$ cat src/rtl/ps2_key_pkg.sv
// PS/2 set-2 keyboard package: scancodes, editor key codes, FSM encodings
// and the scancode-to-key lookup shared by the decoder.
package ps2_key_pkg;

  // scancodes with special meaning to the decoder
  localparam logic [7:0] SC_E0     = 8'hE0;
  localparam logic [7:0] SC_E1     = 8'hE1;
  localparam logic [7:0] SC_F0     = 8'hF0;
  localparam logic [7:0] SC_LSHIFT = 8'h12;
  localparam logic [7:0] SC_RSHIFT = 8'h59;
  localparam logic [7:0] SC_CAPS   = 8'h58;

  // editor key codes
  localparam logic [7:0] K_PGUP      = 8'h01;
  localparam logic [7:0] K_HOME      = 8'h02;
  localparam logic [7:0] K_END       = 8'h03;
  localparam logic [7:0] K_PGDN      = 8'h04;
  localparam logic [7:0] K_BACKSPACE = 8'h08;
  localparam logic [7:0] K_TAB       = 8'h09;
  localparam logic [7:0] K_ENTER     = 8'h0D;
  localparam logic [7:0] K_UP        = 8'h11;
  localparam logic [7:0] K_DOWN      = 8'h12;
  localparam logic [7:0] K_LEFT      = 8'h13;
  localparam logic [7:0] K_RIGHT     = 8'h14;
  localparam logic [7:0] K_F1        = 8'h15;
  localparam logic [7:0] K_F11       = 8'h1F;
  localparam logic [7:0] K_SPACE     = 8'h20;
  localparam logic [7:0] K_DEL       = 8'h7F;
  localparam logic [7:0] K_DIERESIS  = 8'hA8;
  localparam logic [7:0] K_TILDE     = 8'hB4;

  typedef enum logic [1:0] {RX_IDLE, RX_DATA, RX_PAR, RX_STOP} rx_state_t;
  typedef enum logic [2:0] {D_IDLE, D_EXT, D_BRK, D_EXT_BRK, D_SKIP} dec_state_t;

  // Translate a make code to an editor key code; 8'h00 means unmapped.
  function automatic logic [7:0] lookup(input logic [7:0] code, input logic ext,
                                        input logic shift, input logic caps);
    logic [7:0] r;
    logic [4:0] li;
    logic       lt;
    r  = 8'h00;
    li = 5'd0;
    lt = 1'b1;
    case (code)
      8'h1C: li = 5'd0;  8'h32: li = 5'd1;  8'h21: li = 5'd2;  8'h23: li = 5'd3;
      8'h24: li = 5'd4;  8'h2B: li = 5'd5;  8'h34: li = 5'd6;  8'h33: li = 5'd7;
      8'h43: li = 5'd8;  8'h3B: li = 5'd9;  8'h42: li = 5'd10; 8'h4B: li = 5'd11;
      8'h3A: li = 5'd12; 8'h31: li = 5'd13; 8'h44: li = 5'd14; 8'h4D: li = 5'd15;
      8'h15: li = 5'd16; 8'h2D: li = 5'd17; 8'h1B: li = 5'd18; 8'h2C: li = 5'd19;
      8'h3C: li = 5'd20; 8'h2A: li = 5'd21; 8'h1D: li = 5'd22; 8'h22: li = 5'd23;
      8'h35: li = 5'd24; 8'h1A: li = 5'd25;
      default: lt = 1'b0;
    endcase
    if (ext) begin
      case (code)
        8'h75: r = K_UP;
        8'h72: r = K_DOWN;
        8'h6B: r = K_LEFT;
        8'h74: r = K_RIGHT;
        8'h6C: r = K_HOME;
        8'h69: r = K_END;
        8'h7D: r = K_PGUP;
        8'h7A: r = K_PGDN;
        8'h71: r = K_DEL;
        8'h5A: r = K_ENTER;
        default: r = 8'h00;
      endcase
    end else if (lt) begin
      r = ((shift ^ caps) ? 8'h41 : 8'h61) + {3'b000, li};
    end else begin
      // digit row follows the Spanish layout for shifted symbols
      case (code)
        8'h16: r = shift ? 8'h21 : 8'h31;
        8'h1E: r = shift ? 8'h22 : 8'h32;
        8'h26: r = shift ? 8'h23 : 8'h33;
        8'h25: r = shift ? 8'h24 : 8'h34;
        8'h2E: r = shift ? 8'h25 : 8'h35;
        8'h36: r = shift ? 8'h26 : 8'h36;
        8'h3D: r = shift ? 8'h2F : 8'h37;
        8'h3E: r = shift ? 8'h28 : 8'h38;
        8'h46: r = shift ? 8'h29 : 8'h39;
        8'h45: r = shift ? 8'h3D : 8'h30;
        8'h29: r = K_SPACE;
        8'h66: r = K_BACKSPACE;
        8'h0D: r = K_TAB;
        8'h5A: r = K_ENTER;
        8'h52: r = shift ? K_DIERESIS : K_TILDE;
        8'h05: r = 8'h15;
        8'h06: r = 8'h16;
        8'h04: r = 8'h17;
        8'h0C: r = 8'h18;
        8'h03: r = 8'h19;
        8'h0B: r = 8'h1A;
        8'h83: r = 8'h1B;
        8'h0A: r = 8'h1C;
        8'h01: r = 8'h1D;
        8'h09: r = 8'h1E;
        8'h78: r = K_F11;
        default: r = 8'h00;
      endcase
    end
    return r;
  endfunction

endpackage

$ cat src/rtl/ps2_rx.sv
// PS/2 frame receiver: pin synchronisers, ps2_clk stability filter,
// start/data/parity/stop FSM and mid-frame watchdog.
// PS2_PARITY_CHECK_EN: when defined, frames with bad odd parity are discarded.
module ps2_rx
  import ps2_key_pkg::*;
#(
  parameter int FILTER_LEN     = 8,
  parameter int TIMEOUT_CYCLES = 50000
) (
  input  logic       i_clk,
  input  logic       i_rst_n,
  input  logic       i_ps2_clk,
  input  logic       i_ps2_data,
  output logic       o_byte_valid,
  output logic [7:0] o_byte_data,
  output logic       o_rx_err
);

  localparam int FW = $clog2(FILTER_LEN + 1);
  localparam int WW = $clog2(TIMEOUT_CYCLES + 1);
  localparam logic [FW-1:0] FLT_MAX = FW'(FILTER_LEN - 1);
  localparam logic [WW-1:0] WD_MAX  = WW'(TIMEOUT_CYCLES - 1);

  logic [1:0]    r_clk_sync, r_dat_sync;
  logic          r_filt, r_filt_d;
  logic [FW-1:0] r_fcnt;
  logic          w_fall, w_din;

  rx_state_t     r_state, w_state_n;
  logic [2:0]    r_bitcnt, w_bitcnt_n;
  logic [7:0]    r_shift, w_shift_n;
  logic          r_par, w_par_n;
  logic [WW-1:0] r_wd, w_wd_n;
  logic          r_valid, w_valid_n;
  logic          r_err, w_err_n;

  assign w_din  = r_dat_sync[1];
  assign w_fall = r_filt_d & ~r_filt;

  // 2-FF synchronisers; both pins idle high
  always_ff @(posedge i_clk or negedge i_rst_n) begin
    if (!i_rst_n) begin
      r_clk_sync <= 2'b11;
      r_dat_sync <= 2'b11;
    end else begin
      r_clk_sync <= {r_clk_sync[0], i_ps2_clk};
      r_dat_sync <= {r_dat_sync[0], i_ps2_data};
    end
  end

  // filtered clock follows the synced pin only after FILTER_LEN stable cycles
  always_ff @(posedge i_clk or negedge i_rst_n) begin
    if (!i_rst_n) begin
      r_filt   <= 1'b1;
      r_filt_d <= 1'b1;
      r_fcnt   <= '0;
    end else begin
      r_filt_d <= r_filt;
      if (r_clk_sync[1] == r_filt) begin
        r_fcnt <= '0;
      end else if (r_fcnt == FLT_MAX) begin
        r_filt <= r_clk_sync[1];
        r_fcnt <= '0;
      end else begin
        r_fcnt <= r_fcnt + FW'(1);
      end
    end
  end

  // receiver state register
  always_ff @(posedge i_clk or negedge i_rst_n) begin
    if (!i_rst_n) begin
      r_state  <= RX_IDLE;
      r_bitcnt <= '0;
      r_shift  <= '0;
      r_par    <= 1'b0;
      r_wd     <= '0;
      r_valid  <= 1'b0;
      r_err    <= 1'b0;
    end else begin
      r_state  <= w_state_n;
      r_bitcnt <= w_bitcnt_n;
      r_shift  <= w_shift_n;
      r_par    <= w_par_n;
      r_wd     <= w_wd_n;
      r_valid  <= w_valid_n;
      r_err    <= w_err_n;
    end
  end

  // receiver next state; the watchdog wins over an edge landing in the same cycle
  always_comb begin
    w_state_n  = r_state;
    w_bitcnt_n = r_bitcnt;
    w_shift_n  = r_shift;
    w_par_n    = r_par;
    w_valid_n  = 1'b0;
    w_err_n    = 1'b0;
    w_wd_n     = (r_state == RX_IDLE) ? '0 : r_wd + WW'(1);
    if (r_state != RX_IDLE && r_wd == WD_MAX) begin
      w_state_n = RX_IDLE;
      w_err_n   = 1'b1;
      w_wd_n    = '0;
    end else if (w_fall) begin
      w_wd_n = '0;
      case (r_state)
        RX_IDLE: begin
          if (!w_din) begin
            w_state_n  = RX_DATA;
            w_bitcnt_n = '0;
          end
        end
        RX_DATA: begin
          w_shift_n  = {w_din, r_shift[7:1]};
          w_bitcnt_n = r_bitcnt + 3'd1;
          if (r_bitcnt == 3'd7) w_state_n = RX_PAR;
        end
        RX_PAR: begin
          w_par_n   = w_din;
          w_state_n = RX_STOP;
        end
        RX_STOP: begin
          w_state_n = RX_IDLE;
          if (!w_din) begin
            w_err_n = 1'b1;
          end else begin
`ifdef PS2_PARITY_CHECK_EN
            if (^{r_shift, r_par}) w_valid_n = 1'b1;
            else                   w_err_n   = 1'b1;
`else
            w_valid_n = 1'b1;
`endif
          end
        end
        default: w_state_n = RX_IDLE;
      endcase
    end
  end

  assign o_byte_valid = r_valid;
  assign o_byte_data  = r_shift;
  assign o_rx_err     = r_err;

endmodule

$ cat src/rtl/ps2_key_decoder.sv
// PS/2 keyboard front end: receiver plus set-2 decoder tracking E0/F0/E1
// prefixes, shift and caps lock, emitting editor key codes.
// PS2_PARITY_CHECK_EN (in ps2_rx) enables parity rejection.
module ps2_key_decoder
  import ps2_key_pkg::*;
#(
  parameter int FILTER_LEN     = 8,
  parameter int TIMEOUT_CYCLES = 50000
) (
  input  logic       sys_clk,
  input  logic       sys_rst_n,
  input  logic       ps2_clk,
  input  logic       ps2_data,
  output logic       new_key,
  output logic [7:0] ascii,
  output logic       caps_on,
  output logic       frame_err
);

  logic       w_byte_valid, w_rx_err;
  logic [7:0] w_byte;

  ps2_rx #(
    .FILTER_LEN     (FILTER_LEN),
    .TIMEOUT_CYCLES (TIMEOUT_CYCLES)
  ) u_rx (
    .i_clk        (sys_clk),
    .i_rst_n      (sys_rst_n),
    .i_ps2_clk    (ps2_clk),
    .i_ps2_data   (ps2_data),
    .o_byte_valid (w_byte_valid),
    .o_byte_data  (w_byte),
    .o_rx_err     (w_rx_err)
  );

  dec_state_t r_dstate, w_dstate_n;
  logic [2:0] r_skip, w_skip_n;
  logic       r_shift, w_shift_n;
  logic       r_caps, w_caps_n;
  logic       r_new_key, w_emit;
  logic [7:0] r_ascii, w_code;
  logic       w_is_shift;

  assign w_is_shift = (w_byte == SC_LSHIFT) || (w_byte == SC_RSHIFT);
  assign w_code     = lookup(w_byte, r_dstate == D_EXT, r_shift, r_caps);

  // decoder state, modifiers and output registers
  always_ff @(posedge sys_clk or negedge sys_rst_n) begin
    if (!sys_rst_n) begin
      r_dstate  <= D_IDLE;
      r_skip    <= '0;
      r_shift   <= 1'b0;
      r_caps    <= 1'b0;
      r_new_key <= 1'b0;
      r_ascii   <= 8'h00;
    end else begin
      r_dstate  <= w_dstate_n;
      r_skip    <= w_skip_n;
      r_shift   <= w_shift_n;
      r_caps    <= w_caps_n;
      r_new_key <= w_emit;
      if (w_emit) r_ascii <= w_code;
    end
  end

  // prefix tracking and key emission, one step per received byte
  always_comb begin
    w_dstate_n = r_dstate;
    w_skip_n   = r_skip;
    w_shift_n  = r_shift;
    w_caps_n   = r_caps;
    w_emit     = 1'b0;
    if (w_byte_valid) begin
      case (r_dstate)
        D_IDLE: begin
          if (w_byte == SC_E0) begin
            w_dstate_n = D_EXT;
          end else if (w_byte == SC_F0) begin
            w_dstate_n = D_BRK;
          end else if (w_byte == SC_E1) begin
            // pause sequence: swallow the 7 bytes that follow E1
            w_dstate_n = D_SKIP;
            w_skip_n   = 3'd7;
          end else if (w_is_shift) begin
            w_shift_n = 1'b1;
          end else if (w_byte == SC_CAPS) begin
            w_caps_n = ~r_caps;
          end else begin
            w_emit = (w_code != 8'h00);
          end
        end
        D_EXT: begin
          if (w_byte == SC_F0) begin
            w_dstate_n = D_EXT_BRK;
          end else if (w_byte != SC_E0) begin
            w_emit     = (w_code != 8'h00);
            w_dstate_n = D_IDLE;
          end
        end
        D_BRK: begin
          if (w_is_shift) w_shift_n = 1'b0;
          w_dstate_n = D_IDLE;
        end
        D_EXT_BRK: w_dstate_n = D_IDLE;
        D_SKIP: begin
          w_skip_n = r_skip - 3'd1;
          if (r_skip == 3'd1) w_dstate_n = D_IDLE;
        end
        default: w_dstate_n = D_IDLE;
      endcase
    end
  end

  assign new_key   = r_new_key;
  assign ascii     = r_ascii;
  assign caps_on   = r_caps;
  assign frame_err = w_rx_err;

endmodule

$ cat config.mk
export PLATFORM = sky130hd
export DESIGN_NAME = ps2_key_decoder
export DESIGN_NICKNAME = d
export VERILOG_FILES = /design/src/rtl/ps2_key_pkg.sv /design/src/rtl/ps2_rx.sv /design/src/rtl/ps2_key_decoder.sv
export SDC_FILE = /design/constraint.sdc
export NUM_CORES = 1
export LEC_CHECK = 0
export CORE_MARGIN = 2
export CORE_UTILIZATION = 55
export DETAILED_ROUTE_END_ITERATION = 8
export PLACE_DENSITY = 0.82
export SLEW_MARGIN = 10
export SYNTH_ARGS = -nofsm -noshare
export SYNTH_HDL_FRONTEND = slang
export SYNTH_HIERARCHICAL = 1
export SYNTH_SLANG_ARGS = --single-unit
$ cat constraint.sdc
create_clock -name sys_clk -period 3.3 [get_ports sys_clk]
set_input_delay 0.33 -clock sys_clk [delete_from_list [all_inputs] [get_ports sys_clk]]
set_output_delay 0.33 -clock sys_clk [all_outputs]
set_load 0.005 [all_outputs]
---- After elaboration in Yosys (flattened, before gate mapping) ----
Index checks and enable logic that the tools add are counted.
word-level totals
  word-level logic and storage cells ...... 206
  register bits after elaboration ......... 58
  input port bits ......................... 4
  output and inout port bits .............. 11
cells by class
  reduce and logical (&&, ||, !) cells .... 19
  multiplexer cells ....................... 64
  bitwise operators ....................... 10
  add/sub/neg operators ................... 5
  equal/unequal tests ..................... 91
operators with widths
  operator                                                               count
  8-bit one-hot mux with 26 select lines                                 1
  8-bit by 6-bit equality test with 1-bit output, second input constant  23
  8-bit by 7-bit equality test with 1-bit output, second input constant  22
  5-bit one-hot mux with 25 select lines                                 1
  7-bit one-hot mux with 10 select lines                                 1
  8-bit by 5-bit equality test with 1-bit output, second input constant  8
  5-bit two-way mux                                                      10
  16-bit two-way mux                                                     3
  8-bit by 4-bit equality test with 1-bit output, second input constant  5
  8-bit equality test, second input constant                             4
  3-bit two-way mux                                                      10
  26-bit OR reduction                                                    1
  8-bit by 3-bit equality test with 1-bit output, second input constant  3
  1-bit two-way mux                                                      22
  16-bit by 1-bit adder with 16-bit output, second input constant        1
  16-bit equality test, second input constant                            1
  8-bit two-way mux                                                      2
  2-bit inequality test, second input constant                           8
  7-bit AND reduction                                                    2
  4-bit two-way mux                                                      3
  3-bit one-hot mux with 2 select lines                                  2
  2-bit nonzero test                                                     5
  3-bit one-hot mux with 3 select lines                                  1
  7-bit by 5-bit adder with 8-bit output                                 1
  32 further kinds                                                       49

---- Depth between registers and ports, before layout ----
  word-level depth ........................ 13
  mapped depth ............................ 14
  mapped depth without buffers ............ 13

---- Hierarchy ----
The synthesis kept the hierarchy.
modules (own cells, without submodules)
  module           cells each  seq. area each (um2)  area each (um2)  times used
  ps2_key_decoder  325         425.4                 2372.3           1
  ps2_rx           173         1033.5                1946.9           1

---- Worst setup path after synthesis ----
No wires, ideal clock.
  kind .................................... flip-flop to flip-flop
  start ................................... reg u_rx.r_shift[3] (netlist: u_rx/o_byte_data[3])
  end ..................................... reg r_ascii[6] (netlist: ascii[6])
  slack ................................... -0.327 ns
  arrival time ............................ 3.501 ns
  stages on the path, launching flop included .. 14
  path buffers ............................ 3
  cells stage by stage .................... dfrtp_1 clkbuf_1 clkbuf_1 buf_1 nor2_1 a21oi_1 inv_1 a211o_1 ha_1 mux2_4 o32a_4 or3_1 o31a_4 mux2_4
between the ends
  cells in the longest elaborated chain, start to end .. 13
  elaborated cells between the ends (all ways) .. 87
ends and longest elaborated chain
  element                                                                               RTL line                                      text
  start, declared                                                                       ps2_rx.sv:31                                  logic [7:0] r_shift, w_shift_n;
  start signal, assigned                                                                ps2_rx.sv:83                                  r_shift <= w_shift_n;
  8-bit by 5-bit equality test with 1-bit output (tied with other cells)                ps2_key_pkg.sv:44                             case (code)
  5-bit one-hot mux with 25 select lines / 26-bit OR reduction (equally long branches)  -
  7-bit by 5-bit adder with 8-bit output / 1-bit two-way mux (equally long branches)    ps2_key_pkg.sv:69, ps2_key_pkg.sv:44
  8-bit two-way mux                                                                     ps2_key_pkg.sv:68                             end else if (lt) begin
  8-bit two-way mux                                                                     ps2_key_pkg.sv:54                             if (ext) begin
  8-bit nonzero test                                                                    ps2_key_decoder.sv:89, ps2_key_decoder.sv:96
  1-bit two-way mux                                                                     ps2_key_decoder.sv:86                         end else if (w_byte == SC_CAPS) begin
  1-bit two-way mux                                                                     ps2_key_decoder.sv:84                         end else if (w_is_shift) begin
  1-bit two-way mux                                                                     ps2_key_decoder.sv:80                         end else if (w_byte == SC_E1) begin
  1-bit two-way mux                                                                     ps2_key_decoder.sv:78                         end else if (w_byte == SC_F0) begin
  1-bit two-way mux                                                                     ps2_key_decoder.sv:76                         if (w_byte == SC_E0) begin
  1-bit one-hot mux with 2 select lines *                                               ps2_key_decoder.sv:74                         case (r_dstate)
  1-bit two-way mux *                                                                   ps2_key_decoder.sv:73                         if (w_byte_valid) begin
  named net w_emit                                                                      ps2_key_decoder.sv:40                         logic r_new_key, w_emit;
  end signal, assigned                                                                  ps2_key_decoder.sv:62                         if (w_emit) r_ascii <= w_code;
  end, declared                                                                         ps2_key_decoder.sv:41                         logic [7:0] r_ascii, w_code;
Mark *: on every way through the listed nets, which the timed path passes. The rest lies on a longest branch.
A chain may end at the register's enable or synchronous reset.

---- Final worst setup path ----
  start ................................... reg u_rx.r_shift[7] (netlist: u_rx/o_byte_data[7])
  end ..................................... reg r_ascii[6] (netlist: ascii[6])
Same word-level chain as after synthesis.

==> qor.yml <==
status: "complete, but fails checks"
violations: "setup timing"
ctsHoldBuffers: 0
antennaDiodeCount: 0
pre_cts_ws_ps: -192
dp_hpwl_um: 9000
internal_power_w: 0.00154
synthesis.nets: 513
die_y_um: 92.6
clk_latency_ps: 350
slew_violations: 0
finish.net_count: 583
cts.path.max_buffers: 2
grt_pass1_wl_um: 20200
synth_xor_area_frac: 0.0426
synth-async-reset-ratio: 1.00
port-buffer-count: 14
power_frac_seq: 0.377
layoutNonFillerInstCount: 675
vias: 4298
track_usage: 0.300
stdcell_area_um2: 5270
crit_path_max_fanout: 4
synth_warnings: 6
yosysMostFrequentCell: "dfrtp_1"
drc: 0
synth_simple_gate_area_share: 0.285
fillers: 625
synthTopCellsByArea: "dfrtp_1, nor2_1, dfstp_2, nand2_1, o21ai_0"
syn_area_um2: 4320
p_per_area_nw_per_um2: 431
cts_htree_levels: 3
place_congestion: 0.981
fin_ws_ps: -168
postLayoutCoreUtil: 0.689
maxSlewHeadroom: 0.369
fin_hold_ws_ps: 134
start_util: 0.565
grt_pass1_vias: 4051
peakVddDrop_mv: 0.286
critPathLaunchType: "flip-flop"
worst_pin_slew_ps: 946
die_w_um: 92.6
r2r_cells: 12
synthMuxAreaShare: 0.0420
timing.final.crit_share: 1.05
ant_nets: 0
leakagePower_nw: 2.27
combPwrFrac: 0.268
firstDrtPassIters: 5
end_kind: "flip-flop"
dieArea_um2: 8580
fp.coreArea_um2: 7650
layout-drive-gt1-share: 0.248
maxCapViolCount: 0
power.switching_w: 0.000730
synth_seq_cells: 58
synth_seq_area_share: 0.338
max_freq_ghz: 0.288
num_io_pins: 15
ys_types: 81
overflow: 0
grt_max_degree: 46
synth_top_cell_area_share: 0.301
placed_area_um2: 4880
syn_to_final_growth_pct: 22.0
syn-instance-count: 498
p_sw_frac: 0.321
drtIter0Drc: 407
synth-edff-count: 0
clk_pin_slew_ps: 60
crit_arrival_ps: 3690
via_per_inst: 6.37
synth_compound_area_frac: 0.197
finalHoldViolCount: 0
cts_tree: "yes"
skew_ps: 9.61
criticalPathCategory: "flip-flop to flip-flop"
yosys.area.top_type: "dfrtp_1"
clkSinkCount: 58
fin_crit_ps: 3470
wirelength_um: 12400
clkPwrFrac: 0.355
synth.top_cells.by_count: "dfrtp_1, nor2_1, nand2_1"
required_ps: 3530
dpl.cell_count: 643
hold_path_class: "primary input to asynchronous set/reset pin"
syn_area_per_cell_um2: 8.67
rows: 32
grt_antenna_before_repair: 0
synth_top_family_by_area: "simple AND/OR/NAND/NOR gates"
synth_fa_ha_area_frac: 0.0319
wl_per_cell_um: 18.4
numCtsBuffers: 9
cts_root_buf: "clkbuf_8"
synthFlopType: "dfrtp_1"
rsz0062_at_grt: "true"
setup_violations: 5
## final cells by class
class	count	area, um2	area share
sequential	58	1460	0.277
timing repair buffer	96	754	0.143
inverter	19	71.3	0.0135
multi-input combinational	384	2610	0.495
tap	102	128	0.0242
clock inverter	3	68.8	0.0131
clock buffer	13	179	0.0339
## worst max-delay path, cell delays in order (launching register included)
cell,delay [ps]
dfrtp_1,390
or4bb_1,520
o32a_1,330
nor2_1,90
a21oi_1,50
inv_1,90
a211o_1,110
ha_2,190
mux2_4,310
o32a_4,300
or3_1,360
o31a_4,310
mux2_4,300
## cells by family (layout without fill, tap and decap cells)
kind of cell             after synthesis  in the layout
XOR/XNOR                              21             21
AO/OA/AOI/OAI                        120            120
adder cells (fa/ha/maj)               11             11
multiplexers                          15             15
AND/OR/NAND/NOR                      217            217
buffers and inverters                 56            131
flip-flops                            58             58
## per-layer routing
layer  part of all wire  global-route usage  up-vias
met3              0.077              0.0643       47
met1               0.42               0.398     2017
met2               0.47               0.473      247
li1                   -                   -     1987
met5                  0                   0        -
met4              0.038               0.137        0
## power groups by stage
stage | clock network, W | registers [W] | logic [W]
2_1_floorplan | 0 | 0.000852 | 0.000418
3_3_place_gp | 0 | 0.000860 | 0.000568
3_5_place_dp | 0 | 0.000869 | 0.000582
4_1_cts | 0.000816 | 0.000856 | 0.000585
5_1_grt | 0.000851 | 0.000868 | 0.000673
6_report | 0.000807 | 0.000857 | 0.000610
## placed cells by master (no fill, tap or decap), types with 3 or more instances in the layout
master           instances
or3_1                    4
nor3_1                  13
a21oi_1                 23
nand4_1                 11
nand3_1                 18
nor4b_1                  3
o31ai_1                  5
clkdlybuf4s50_1         13
a22oi_1                  3
o22ai_1                  3
dfstp_2                  6
and2_1                   4
mux2_2                   9
nor2_1                  47
nand2_1                 40
buf_4                   81
or2_2                    3
o21ai_1                  3
nand2b_1                12
a31oi_1                 12
a32oi_1                  5
o211ai_1                 3
clkbuf_8                13
dfrtp_1                 52
o21ai_0                 25
ha_1                    10
nor4bb_1                 5
mux2_4                   4
nand3b_1                 7
o41ai_1                  3
xor2_1                   8
or4_1                    3
inv_1                   19
a211oi_1                 3
nor3b_1                  5
nor2b_1                  9
nor4_1                  12
xnor2_1                 13
## worst paths after layout
| kind | start | end | slack [ps] |
|---|---|---|---|
| setup / recovery | u_rx/o_byte_data[7] | ascii[6] | -170 |
| hold / removal | sys_rst_n | ascii[7] | 130 |
| setup reg to reg | u_rx/o_byte_data[7] | ascii[6] | -170 |
| hold reg to reg | u_rx/r_clk_sync[0] | u_rx/r_clk_sync[1] | 360 |
| max in group asynchronous | sys_rst_n | u_rx/r_dat_sync[0] | 2350 |
| min in group sys_clk | u_rx/r_clk_sync[0] | u_rx/r_clk_sync[1] | 360 |
## what timing repair did
action	in CTS	in global routing
resized for setup	5	4
pin swaps	1	0
buffers inserted	13	3
cloned	0	0
endpoints found under the setup margin	6	9
## state kept, by name, indices dropped and copies added (netlist names), 3 cells and up
name / flops
ascii: 8
r_dstate: 3
r_skip: 3
u_rx/o_byte_data: 8
u_rx/r_bitcnt: 3
u_rx/r_fcnt: 4
u_rx/r_wd: 16
## per-stage QoR
stage | setup TNS (ps) | total power, W
6_report | -490 | 0.00227
3_3_place_gp | -466 | 0.00143
3_5_place_dp | -684 | 0.00145
2_1_floorplan | -383 | 0.00127
5_1_grt | -1730 | 0.00239
4_1_cts | -383 | 0.00226
(Power assumes the default switching activity.)
==> edit: new RTL, same settings <==
`TIMEOUT_CYCLES` is set to 50000 in 2 places; all go to 25000.
--- a/src/rtl/ps2_rx.sv
+++ b/src/rtl/ps2_rx.sv
@@ -5,7 +5,7 @@
   import ps2_key_pkg::*;
 #(
   parameter int FILTER_LEN     = 8,
-  parameter int TIMEOUT_CYCLES = 50000
+  parameter int TIMEOUT_CYCLES = 25000
 ) (
   input  logic       i_clk,
   input  logic       i_rst_n,
--- a/src/rtl/ps2_key_decoder.sv
+++ b/src/rtl/ps2_key_decoder.sv
@@ -5,7 +5,7 @@
   import ps2_key_pkg::*;
 #(
   parameter int FILTER_LEN     = 8,
-  parameter int TIMEOUT_CYCLES = 50000
+  parameter int TIMEOUT_CYCLES = 25000
 ) (
   input  logic       sys_clk,
   input  logic       sys_rst_n,
Behaviour: same outputs for any inputs over 10 cycles, from zero or initial values and one cycle with sys_rst_n low; that may be too few to reach the edited logic, so the function may still have changed.
==> edit against the original RTL <==
  * The flow still finishes with violations (setup timing)
  * Power fell by 16%
  * Die area fell by 2.8%
  * Worst hold slack improved by 0.22 ns
  * Area after synthesis fell by 2.9%
  * Via count fell by 5.0%
  * Setup slack got worse by 0.057 ns
  * Design area fell by 2.7%
  * Routed wire length fell by 1.0%
  * Sequential cell count fell by 1
  * Cell count fell by 4.0%
  * Largest cell class unchanged
  * Largest power group unchanged
==> edit: results (changes against the original RTL) <==
failing checks: setup timing (unchanged)
synth cell count leaders: dfrtp_1, nor2_1, nand2_1 (unchanged)
outcome: complete, but fails checks (unchanged)
Syn Area/Cell: 8.83 um2 (was 8.67 um2)
area of the multi-input gates: 2590 um2 (was 2610 um2)
Final clock-cell share: 3.83% (was 4.70%)
Post-Syn Nets: 490 (was 513)
max reg flops: 15 (was 16)
final worst slack: -0.226 ns (was -0.168 ns)
placed insts: 626 (was 643)
Fin Hold WS: 0.358 ns (was 0.134 ns)
Final setup violation count: 6 (was 5)
sequential share of cell area: 28.0% (was 27.7%)
DR vias: 4,083 (was 4,298)
Non-clk invs: 14 (was 19)
Yosys cell types: 78 (was 81)
Crit path max-delay family: simple AND/OR/NAND/NOR gates (was compound AO/OA/AOI/OAI gates)
Max IR drop VDD: 0.459 mV (was 0.286 mV)
largest net degree at the start of global routing: 35 (was 46)
clock skew: 0.00658 ns (was 0.00961 ns)
DP HPWL: 8950 um (was 9000 um)
Fillers: 577 (was 625)
Signal buf overhead: 14.3% (about the same)
clock buffers: 11 (was 13)
setup_tns: -0.835 ns (was -0.490 ns)
global placer's final weighted congestion: 1.01 (was 0.981)
multi-input gates: 370 (was 384)
Routed met3 length: 766 um (was 951 um)
Final #Nets: 559 (was 583)
DP Worst Slack: -0.267 ns (was -0.192 ns)
main area contributors after synthesis: dfrtp_1, nor2_1, dfstp_2, mux2_4, nand2_1 (was dfrtp_1, nor2_1, dfstp_2, nand2_1, o21ai_0)
row count: 31 (was 32)
layout cells sized above 1: 25.7% (was 24.8%)
-- edit: cell count changes in the layout (fill, tap and decap cells not counted), sizes merged, moves of 4 or more --
cell / delta
a31oi: -6
buf: -5
inv: -5
nand4: -4
-- edit: where the power goes --
part	internal (mW)	leakage (nW)	total, mW	switching (mW)
clock	0.367	0.0953	0.651	0.285
sequential	0.769	0.768	0.816	0.0475
combinational	0.169	1.33	0.432	0.263
total	1.30	2.20	1.90	0.596
-- edit: kinds of logic (layout without fill, tap and decap cells) --
| group | Yosys count | after routing | synth area share (%) |
|---|---|---|---|
| buf+inv | 48 | 122 | 5.49 |
| mux | 15 | 15 | 4.86 |
| flops | 57 | 57 | 34.2 |
| compound gates | 115 | 115 | 19.5 |
| fa+ha+maj | 11 | 11 | 3.28 |
| xor+xnor | 20 | 20 | 4.18 |
| simple gates | 209 | 209 | 28.5 |
